$ cat src/rtl/arm_pkg.sv
// Shared widths, writeback request type and destination decode for the
// register-file write-port arbiter.
package arm_pkg;

  localparam int DATA_W = 8;
  localparam int ADDR_W = 4;
  localparam int NREGS  = 16;

  typedef struct packed {
    logic [ADDR_W-1:0] dest;
    logic [DATA_W-1:0] data;
  } wb_req_t;

  function automatic logic [NREGS-1:0] dest_onehot(input logic [ADDR_W-1:0] dest);
    logic [NREGS-1:0] oh;
    oh       = {NREGS{1'b0}};
    oh[dest] = 1'b1;
    return oh;
  endfunction

endpackage

$ cat src/rtl/wb_fifo2.sv
// Two-entry shift FIFO for long-latency results; slot 0 is always the head.
// Entry valids and destinations are exported for hazard and pending-mask decode.
module wb_fifo2
  import arm_pkg::*;
(
  input  logic              nclk,
  input  logic              rst,
  input  logic              push,
  input  logic              pop,
  input  wb_req_t           din,
  output wb_req_t           head,
  output logic [1:0]        count,
  output logic [1:0]        valid,
  output logic [ADDR_W-1:0] dest0,
  output logic [ADDR_W-1:0] dest1
);

  wb_req_t    slot0_r;
  wb_req_t    slot1_r;
  logic [1:0] count_r;
  logic       push_ok_s;
  logic       pop_ok_s;

  assign push_ok_s = push && (count_r != 2'd2);
  assign pop_ok_s  = pop && (count_r != 2'd0);

  // Storage and occupancy update; a simultaneous push/pop at count 1 replaces the head
  always_ff @(posedge nclk or negedge rst) begin
    if (!rst) begin
      slot0_r <= '0;
      slot1_r <= '0;
      count_r <= 2'd0;
    end else begin
      case ({push_ok_s, pop_ok_s})
        2'b10: begin
          if (count_r == 2'd0) begin
            slot0_r <= din;
          end else begin
            slot1_r <= din;
          end
          count_r <= count_r + 2'd1;
        end
        2'b01: begin
          slot0_r <= slot1_r;
          count_r <= count_r - 2'd1;
        end
        2'b11: begin
          if (count_r == 2'd1) begin
            slot0_r <= din;
          end else begin
            slot0_r <= slot1_r;
            slot1_r <= din;
          end
        end
        default: begin
          count_r <= count_r;
        end
      endcase
    end
  end

  assign head  = slot0_r;
  assign count = count_r;
  assign valid = {count_r == 2'd2, count_r != 2'd0};
  assign dest0 = slot0_r.dest;
  assign dest1 = slot1_r.dest;

endmodule

$ cat src/rtl/wb_port_arbiter.sv
// Shares the single register-file write port between pipeline writeback and
// buffered long-latency results, stalling the pipeline for ordering or starvation.
module wb_port_arbiter #(
  parameter int DATA_W       = arm_pkg::DATA_W,
  parameter int ADDR_W       = arm_pkg::ADDR_W,
  parameter int NREGS        = arm_pkg::NREGS,
  parameter int STARVE_LIMIT = 4
) (
  input  logic              nclk,
  input  logic              rst,
  input  logic              wb_we,
  input  logic [ADDR_W-1:0] wb_dest,
  input  logic [DATA_W-1:0] wb_data,
  input  logic              lu_valid,
  input  logic [ADDR_W-1:0] lu_dest,
  input  logic [DATA_W-1:0] lu_data,
  output logic              lu_ready,
  output logic              stall_pipe,
  output logic [NREGS-1:0]  pending_mask,
  output logic              rf_we,
  output logic [ADDR_W-1:0] rf_addr,
  output logic [DATA_W-1:0] rf_wdata
);

  localparam int CNT_W = $clog2(STARVE_LIMIT + 1);

  arm_pkg::wb_req_t  lu_req_s;
  arm_pkg::wb_req_t  head_s;
  arm_pkg::wb_req_t  grant_req_s;
  logic [1:0]        count_s;
  logic [1:0]        valid_s;
  logic [ADDR_W-1:0] dest0_s;
  logic [ADDR_W-1:0] dest1_s;
  logic              push_s;
  logic              pop_s;
  logic              grant_s;
  logic              nonempty_s;
  logic              dest_hit_s;
  logic [CNT_W-1:0]  starve_cnt_r;
  logic [CNT_W-1:0]  starve_cnt_next_s;
  logic              starve_flag_r;
  logic              starve_flag_next_s;

  assign lu_req_s   = '{dest: lu_dest, data: lu_data};
  assign lu_ready   = (count_s != 2'd2);
  assign push_s     = lu_valid && lu_ready;
  assign nonempty_s = (count_s != 2'd0);
  // Only stored entries are compared; a result arriving this cycle cannot collide yet
  assign dest_hit_s = wb_we && ((valid_s[0] && (dest0_s == wb_dest)) ||
                               (valid_s[1] && (dest1_s == wb_dest)));
  assign stall_pipe = starve_flag_r || dest_hit_s;

  wb_fifo2 u_fifo (
    .nclk  (nclk),
    .rst   (rst),
    .push  (push_s),
    .pop   (pop_s),
    .din   (lu_req_s),
    .head  (head_s),
    .count (count_s),
    .valid (valid_s),
    .dest0 (dest0_s),
    .dest1 (dest1_s)
  );

  // Port grant: a stall hands the port to the FIFO head, else the pipeline wins
  always_comb begin
    pop_s       = 1'b0;
    grant_s     = 1'b0;
    grant_req_s = '{dest: wb_dest, data: wb_data};
    if (stall_pipe && nonempty_s) begin
      pop_s       = 1'b1;
      grant_s     = 1'b1;
      grant_req_s = head_s;
    end else if (wb_we && !stall_pipe) begin
      grant_s = 1'b1;
    end else if (nonempty_s) begin
      pop_s       = 1'b1;
      grant_s     = 1'b1;
      grant_req_s = head_s;
    end else begin
      grant_s = 1'b0;
    end
  end

  // Starvation tracking; the flag lasts one cycle because it forces the head out
  always_comb begin
    starve_cnt_next_s  = {CNT_W{1'b0}};
    starve_flag_next_s = 1'b0;
    if (nonempty_s && !pop_s) begin
      starve_cnt_next_s  = starve_cnt_r + {{(CNT_W-1){1'b0}}, 1'b1};
      starve_flag_next_s = (starve_cnt_next_s == CNT_W'(STARVE_LIMIT));
    end else begin
      starve_cnt_next_s  = {CNT_W{1'b0}};
      starve_flag_next_s = 1'b0;
    end
  end

  // Starvation state register
  always_ff @(posedge nclk or negedge rst) begin
    if (!rst) begin
      starve_cnt_r  <= {CNT_W{1'b0}};
      starve_flag_r <= 1'b0;
    end else begin
      starve_cnt_r  <= starve_cnt_next_s;
      starve_flag_r <= starve_flag_next_s;
    end
  end

  // Register-file write port; address and data hold when nothing is granted
  always_ff @(posedge nclk or negedge rst) begin
    if (!rst) begin
      rf_we    <= 1'b0;
      rf_addr  <= {ADDR_W{1'b0}};
      rf_wdata <= {DATA_W{1'b0}};
    end else begin
      rf_we <= grant_s;
      if (grant_s) begin
        rf_addr  <= grant_req_s.dest;
        rf_wdata <= grant_req_s.data;
      end
    end
  end

  // Pending destinations, decoded from stored entries only
  always_comb begin
    pending_mask = {NREGS{1'b0}};
    if (valid_s[0]) begin
      pending_mask = pending_mask | arm_pkg::dest_onehot(dest0_s);
    end else begin
      pending_mask = pending_mask;
    end
    if (valid_s[1]) begin
      pending_mask = pending_mask | arm_pkg::dest_onehot(dest1_s);
    end else begin
      pending_mask = pending_mask;
    end
  end

endmodule

$ cat config.mk
export PLATFORM = sky130hd
export DESIGN_NAME = wb_port_arbiter
export DESIGN_NICKNAME = d
export VERILOG_FILES = /design/src/rtl/arm_pkg.sv /design/src/rtl/wb_fifo2.sv /design/src/rtl/wb_port_arbiter.sv
export SDC_FILE = /design/constraint.sdc
export NUM_CORES = 1
export LEC_CHECK = 0
export CORE_ASPECT_RATIO = 2
export CORE_UTILIZATION = 55
export DETAILED_ROUTE_END_ITERATION = 8
export PLACE_DENSITY = 0.94
export SYNTH_ARGS = -nofsm -noshare
export SYNTH_HDL_FRONTEND = slang
export SYNTH_SLANG_ARGS = --single-unit
$ cat constraint.sdc
create_clock -name nclk -period 5.3 [get_ports nclk]
set_clock_uncertainty 0.1 [all_clocks]
set_input_delay 1.59 -clock nclk [delete_from_list [all_inputs] [get_ports nclk]]
set_output_delay 1.59 -clock nclk [all_outputs]
set_load 0.1 [all_outputs]
==> results of run 1 <==
-- layout by cell type (no fill, tap or decap), drive strengths merged, types with 2 or more instances in the layout --
master and count:
xnor2 6, or3 2, nand4 13, a221oi 12, or2 2, o21ai 17, inv 7, clkinvlp 2
clkbuf 5, nand3 2, nor3 14, nor3b 2, a211oi 12, clkdlybuf4s50 49, buf 17, dfrtp 43
xor2 4, mux2 20, nand2b 6, mux2i 12, nand2 39, ha 8, and3 10, nor2 14
o22ai 16, nand3b 6
-- sequential cells by signal, summed over array words and instances (netlist names) --
name	cells
starve_cnt_r	3
u_fifo.count	2
u_fifo.dest1	4
rf_addr	4
u_fifo.dest0	4
u_fifo.slot1_r	8
rf_we	1
u_fifo.head	8
rf_wdata	8
starve_flag_r	1
-- worst paths after layout --
| check | from | end | slack [ps] |
|---|---|---|---|
| max | wb_dest[2] | stall_pipe | 440 |
| min | starve_cnt_r[0]$_DFF_PN0_ | starve_cnt_r[0]$_DFF_PN0_ | 350 |
| max reg2reg | u_fifo.count[0]$_DFFE_PN0P_ | u_fifo.slot1_r[4]$_DFFE_PN0P_ | 1680 |
| min reg2reg | starve_cnt_r[0]$_DFF_PN0_ | starve_cnt_r[0]$_DFF_PN0_ | 350 |
| max in group asynchronous | rst | u_fifo.head[1]$_DFFE_PN0P_ | 3170 |
| min in group asynchronous | rst | u_fifo.dest1[0]$_DFFE_PN0P_ | 1330 |
-- final cells by class --
type,count,area [um2],area share [%]
Sequential cell,43,1076,31.16
Clock buffer,5,68.82,1.993
Tap cell,57,71.32,2.065
Multi-Input combinational cell,224,1563,45.25
Clock inverter,3,23.77,0.6884
Inverter,6,22.52,0.6522
Timing Repair Buffer,66,628.1,18.19
-- worst max-delay path, cell delays in order --
cell and delay (ps):
clkdlybuf4s50_1 560, xor2_1 170, nor2_1 70, and4_1 250, o21ai_0 190, nand2b_1 140, buf_12 190
-- per-stage QoR --
stage / area, um2 / hold slack, ps
after floorplan: 2759 / 315.0
after global placement: 3361 / 325.9
after detailed placement: 3361 / 341.2
after CTS: 3453 / 353.5
after global routing: 3453 / 366.5
final: 3453 / 353.8
-- routing by layer --
metal  part of all wire, %  track usage [%]  up-vias
met4                   3.8            17.88        0
met3                   5.3            4.167       29
met5                     0                0        -
li1                      -                -     1191
met2                    54            48.42      138
met1                    37            31.61     1243
-- kinds of logic after synthesis --
family | count (synthesis)
multiplexers | 32
flip-flops | 43
AND/OR/NAND/NOR | 115
buffers and inverters | 30
AO/OA/AOI/OAI | 59
XOR/XNOR | 10
adder cells (fa/ha/maj) | 8
==> metrics, run 1 <==
status=finished, final reports clean; mux share of post-synthesis cell area=12.52%; Worst Setup Slack, final=442.9 ps; Hold Path Class=reg2reg; total grt overflow=0; Worst-Skew Late Latency=300 ps; complex-gate fraction of the synthesized area=between 10% and 20%; ratio of cells with drive above 1 in the final layout=17.29%; die area=between 5000 and 6000 um2; WP data required=3610 ps; Gate Count Post-Synth=297; CP startpoint kind=input pin; first-pass GRT wire length=11360 um; GPL Wtd Cong=0.9819; Max H-tree Level=2; Syn Nets=333; cell with the most instances after synthesis=dfrtp_1; wire length per cell=approximately 18 um; post-synth cell types=37; Synth Flop Type=dfrtp_1; main combinational cell family by area after synthesis=simple AND/OR/NAND/NOR gates; Clock Tree Buf Depth=2; non-filler cells, final=404; largest net degree at the start of global routing=57; RSZ-0062 raised after global routing=no; WS Path Type=in2out; diode count=0; hold depth=1; Worst-Margin Slew=976.2 ps; Yosys warning count=0; Worst R2R Path Depth=12; FP Rows=36; drt drc=0; Final Max Slew Viols=0; total core area=4865 um2; GR Util All Layers=between 20% and 30%; post-CTS setup buffers=0; P&R area growth vs syn=25.17%; Initial Util=56.71%; CTS tree=built; total iterations of the first detailed-routing run=5; top area cells in the synthesized netlist=dfrtp_1, mux2_2, nand2_1, mux2i_1, a221oi_1; drt total wl=just over 7000 um; critical path arrival=between 3000 and 4000 ps; placed instance count=396; cts repair resizes=0; Tmin final=4857 ps; max frequency=0.2059 GHz; initial antenna violation count=0; Hold Vio Cnt, Final=0; synthesized area=roughly 2800 um2; Final Cycle Share=between 90% and 100%; Crit. End Element=output port; final setup vio count=0; dpl ws=486.5 ps; Async SR Flop Fraction=100.0%; setup TNS=0 ps; Iter 0 DRT Violations=87; XOR/XNOR Fraction of Synth Area=about 3.2%; syn_area_per_cell=9.289 um2; routed vias/inst=6.438; Layout Nets=around 380; Clock transition at path regs=roughly 80 ps; IO buf count=58; CTS Sinks=43; via count=2601; Yosys top cell area share=39.00%; max-cap violations=0; Die H=between 100 and 150 um; CP max FO=3; Slew headroom=34.71%; Die Wd=52.08 um; register area share after synthesis=39.00%; largest area contributor in the netlist=dfrtp_1; Hold Buf Count CTS=0; Root Buffer=clkbuf_8; cts bufs inserted=5; IO Pins=59; Post-synth top cells=dfrtp_1, nand2_1, mux2_2; DRT antenna net count=0; simple-gate share of the synthesized area=between 20% and 30%; adder-cell area share of the yosys netlist=3.628%; vias in the first global route=2533; # fillers=360; #FFs+latches synth=43; Post-DP HPWL=5027 um; Final Util=70.99%; EDFF count, synth=0
Power of run 1 is not shown: default switching activity piles up to over one toggle a cycle in this logic, so the estimate is an artifact.
==> run 2, diff against run 1 <==
CORE_MARGIN = 8   (was unset)
SLEW_MARGIN = 20   (was unset)
==> run 2 against run 1 <==
- register-to-register slack worse by 30 ps
- design area shrank 0.62%
- wire length up 4.4%
- core utilization shrank 0.44 points
- non-clock buffer count decreased by 1
- final cell count down 0.25%
- via count shrank 0.62%
- sequential cell count stayed put
- worst setup slack gained 16 ps
- die area grew 44%
- highest routed layer unchanged
==> metrics, run 2 (same netlist as run 1, synthesis figures left out) <==
status=finished, final reports clean; Hold Vio Cnt, Final=0 (unchanged); initial antenna violation count=0 (unchanged); Die Wd=66.08 um (+27%); post-CTS setup buffers=0 (unchanged); ratio of cells with drive above 1 in the final layout=17.63% (+0.34 points); IO buf count=58 (unchanged); drt total wl=7430 um (+4.4%); IO Pins=59 (unchanged); total iterations of the first detailed-routing run=6 (+1); Critical-path top delay cell=clkdlybuf4s50_1; Clock transition at path regs=80 ps (about the same); Hold Buf Count CTS=0 (unchanged); worst-path cell chain=clkdlybuf4s50_1 -> xor2_1 -> nor4_1 -> o21ai_0 -> nand2b_1 -> buf_12; WP data required=3610 ps (about the same); GPL Wtd Cong=0.9037 (-8.0%); routed vias/inst=6.414 (-0.37%); Die H=116.2 um (+14%); CP bufs+invs=2 (unchanged); cts bufs inserted=5 (unchanged); total core area=4865 um2 (unchanged); Hold Path Class=reg2reg; Iter 0 DRT Violations=225 (+160%); max frequency=0.2066 GHz (+0.33%); vias in the first global route=2488 (-1.8%); Tmin final=4841 ps (-16.14 ps); non-filler cells, final=403 (-0.25%); most common cell after layout, fill and taps aside=clkdlybuf4s50_1; GR Util All Layers=19.59% (-8.7 points); commonest cells after routing, fill and taps aside=clkdlybuf4s50_1, dfrtp_1, nand2_1; Root Buffer=clkbuf_8; CTS Sinks=43 (unchanged); Layout Nets=381 (-0.26%); first-pass GRT wire length=11990 um (+5.5%); cts repair resizes=0 (unchanged); CTS tree=built; Max H-tree Level=2 (unchanged); FP Rows=36 (unchanged); DRT antenna net count=0 (unchanged); placed instance count=395 (-0.25%); drt drc=0 (unchanged); Final Max Slew Viols=0 (unchanged); CP startpoint kind=input pin; Crit path largest cell delay=490 ps (-70 ps); RSZ-0062 raised after global routing=no; Post-DP HPWL=5316 um (+5.7%); Worst-Margin Slew=981.9 ps (+5.715 ps); largest net degree at the start of global routing=57 (unchanged); CP max FO=3 (unchanged); Slew headroom=34.33% (-0.38 points); diode count=0 (unchanged); critical path arrival=3150 ps (-20 ps); Crit. End Element=output port; final setup vio count=0 (unchanged); CP delay by family, top=buffers and inverters; setup TNS=0 ps (unchanged); Initial Util=56.71% (unchanged); total grt overflow=0 (unchanged); WS Path Type=in2out; Clock Tree Buf Depth=2 (unchanged); wire length per cell=18.44 um (+4.7%); Worst-Skew Late Latency=310 ps (about the same); max-cap violations=0 (unchanged); P&R area growth vs syn=24.40%; die area=7676 um2 (+44%); via count=2585 (-0.62%); Final Cycle Share=91.34% (-0.30 points)
[run 2: per-layer routing]
layer  vias to the layer above  track usage (%)  wire length (um)
li1                       1197                -                 -
met1                      1250            20.39              2834
met2                       115            34.93              3873
met3                        23            3.458               433
met4                         0            11.62               290
met5                         -                0                 0
[run 2: worst paths after layout]
path / from / endpoint / slack [ps] / cells past startpoint
worst max-delay path: wb_dest[0] / stall_pipe / 460 / 6
worst min-delay path: starve_cnt_r[0]$_DFF_PN0_ / starve_cnt_r[0]$_DFF_PN0_ / 350 / 1
worst max register to register: u_fifo.count[1]$_DFFE_PN0P_ / u_fifo.slot1_r[5]$_DFFE_PN0P_ / 1650 / 12
min in group asynchronous: rst / u_fifo.dest1[2]$_DFFE_PN0P_ / 1330 / 1
max in group asynchronous: rst / u_fifo.slot1_r[6]$_DFFE_PN0P_ / 3170 / 1
worst min register to register: starve_cnt_r[0]$_DFF_PN0_ / starve_cnt_r[0]$_DFF_PN0_ / 350 / 1
[run 2: worst register-to-register path, stage by stage (launching register included)]
cell	delay, ps
dfrtp_1	410
inv_1	90
ha_2	220
buf_4	510
nor2_1	160
nand4_1	120
buf_4	210
and3_4	350
nor2_1	100
ha_1	230
and2_1	210
a211o_1	470
mux2_2	370
[run 2: layout make-up]
class	instances	area, um2
Clock buffer	5	68.82
Clock inverter	3	23.77
Fill cell	368	1433
Inverter	6	22.52
Multi-Input combinational cell	224	1556
Sequential cell	43	1076
Tap cell	57	71.32
Timing Repair Buffer	65	613.1
[run 2: metrics by stage]
step                      util (%)  setup slack [ps]  hold slack (ps)  cell area, um2
after floorplan                  -             551.8            315.0            2759
after global placement       68.65             522.7            325.7            3339
after detailed placement     68.65             484.7            344.6            3339
after CTS                    70.55             459.1            356.1            3432
after global routing         70.55             305.4            370.9            3432
final                        70.55             459.0            352.2            3432
Power of run 2 is left out for the same reason.
==> run 3, diff against run 2 <==
CAP_MARGIN = 10   (was unset)
==> results of run 3 <==
Final layout, timing and power as in run 2 (identical DEF).
Power of run 3 is left out for the same reason.
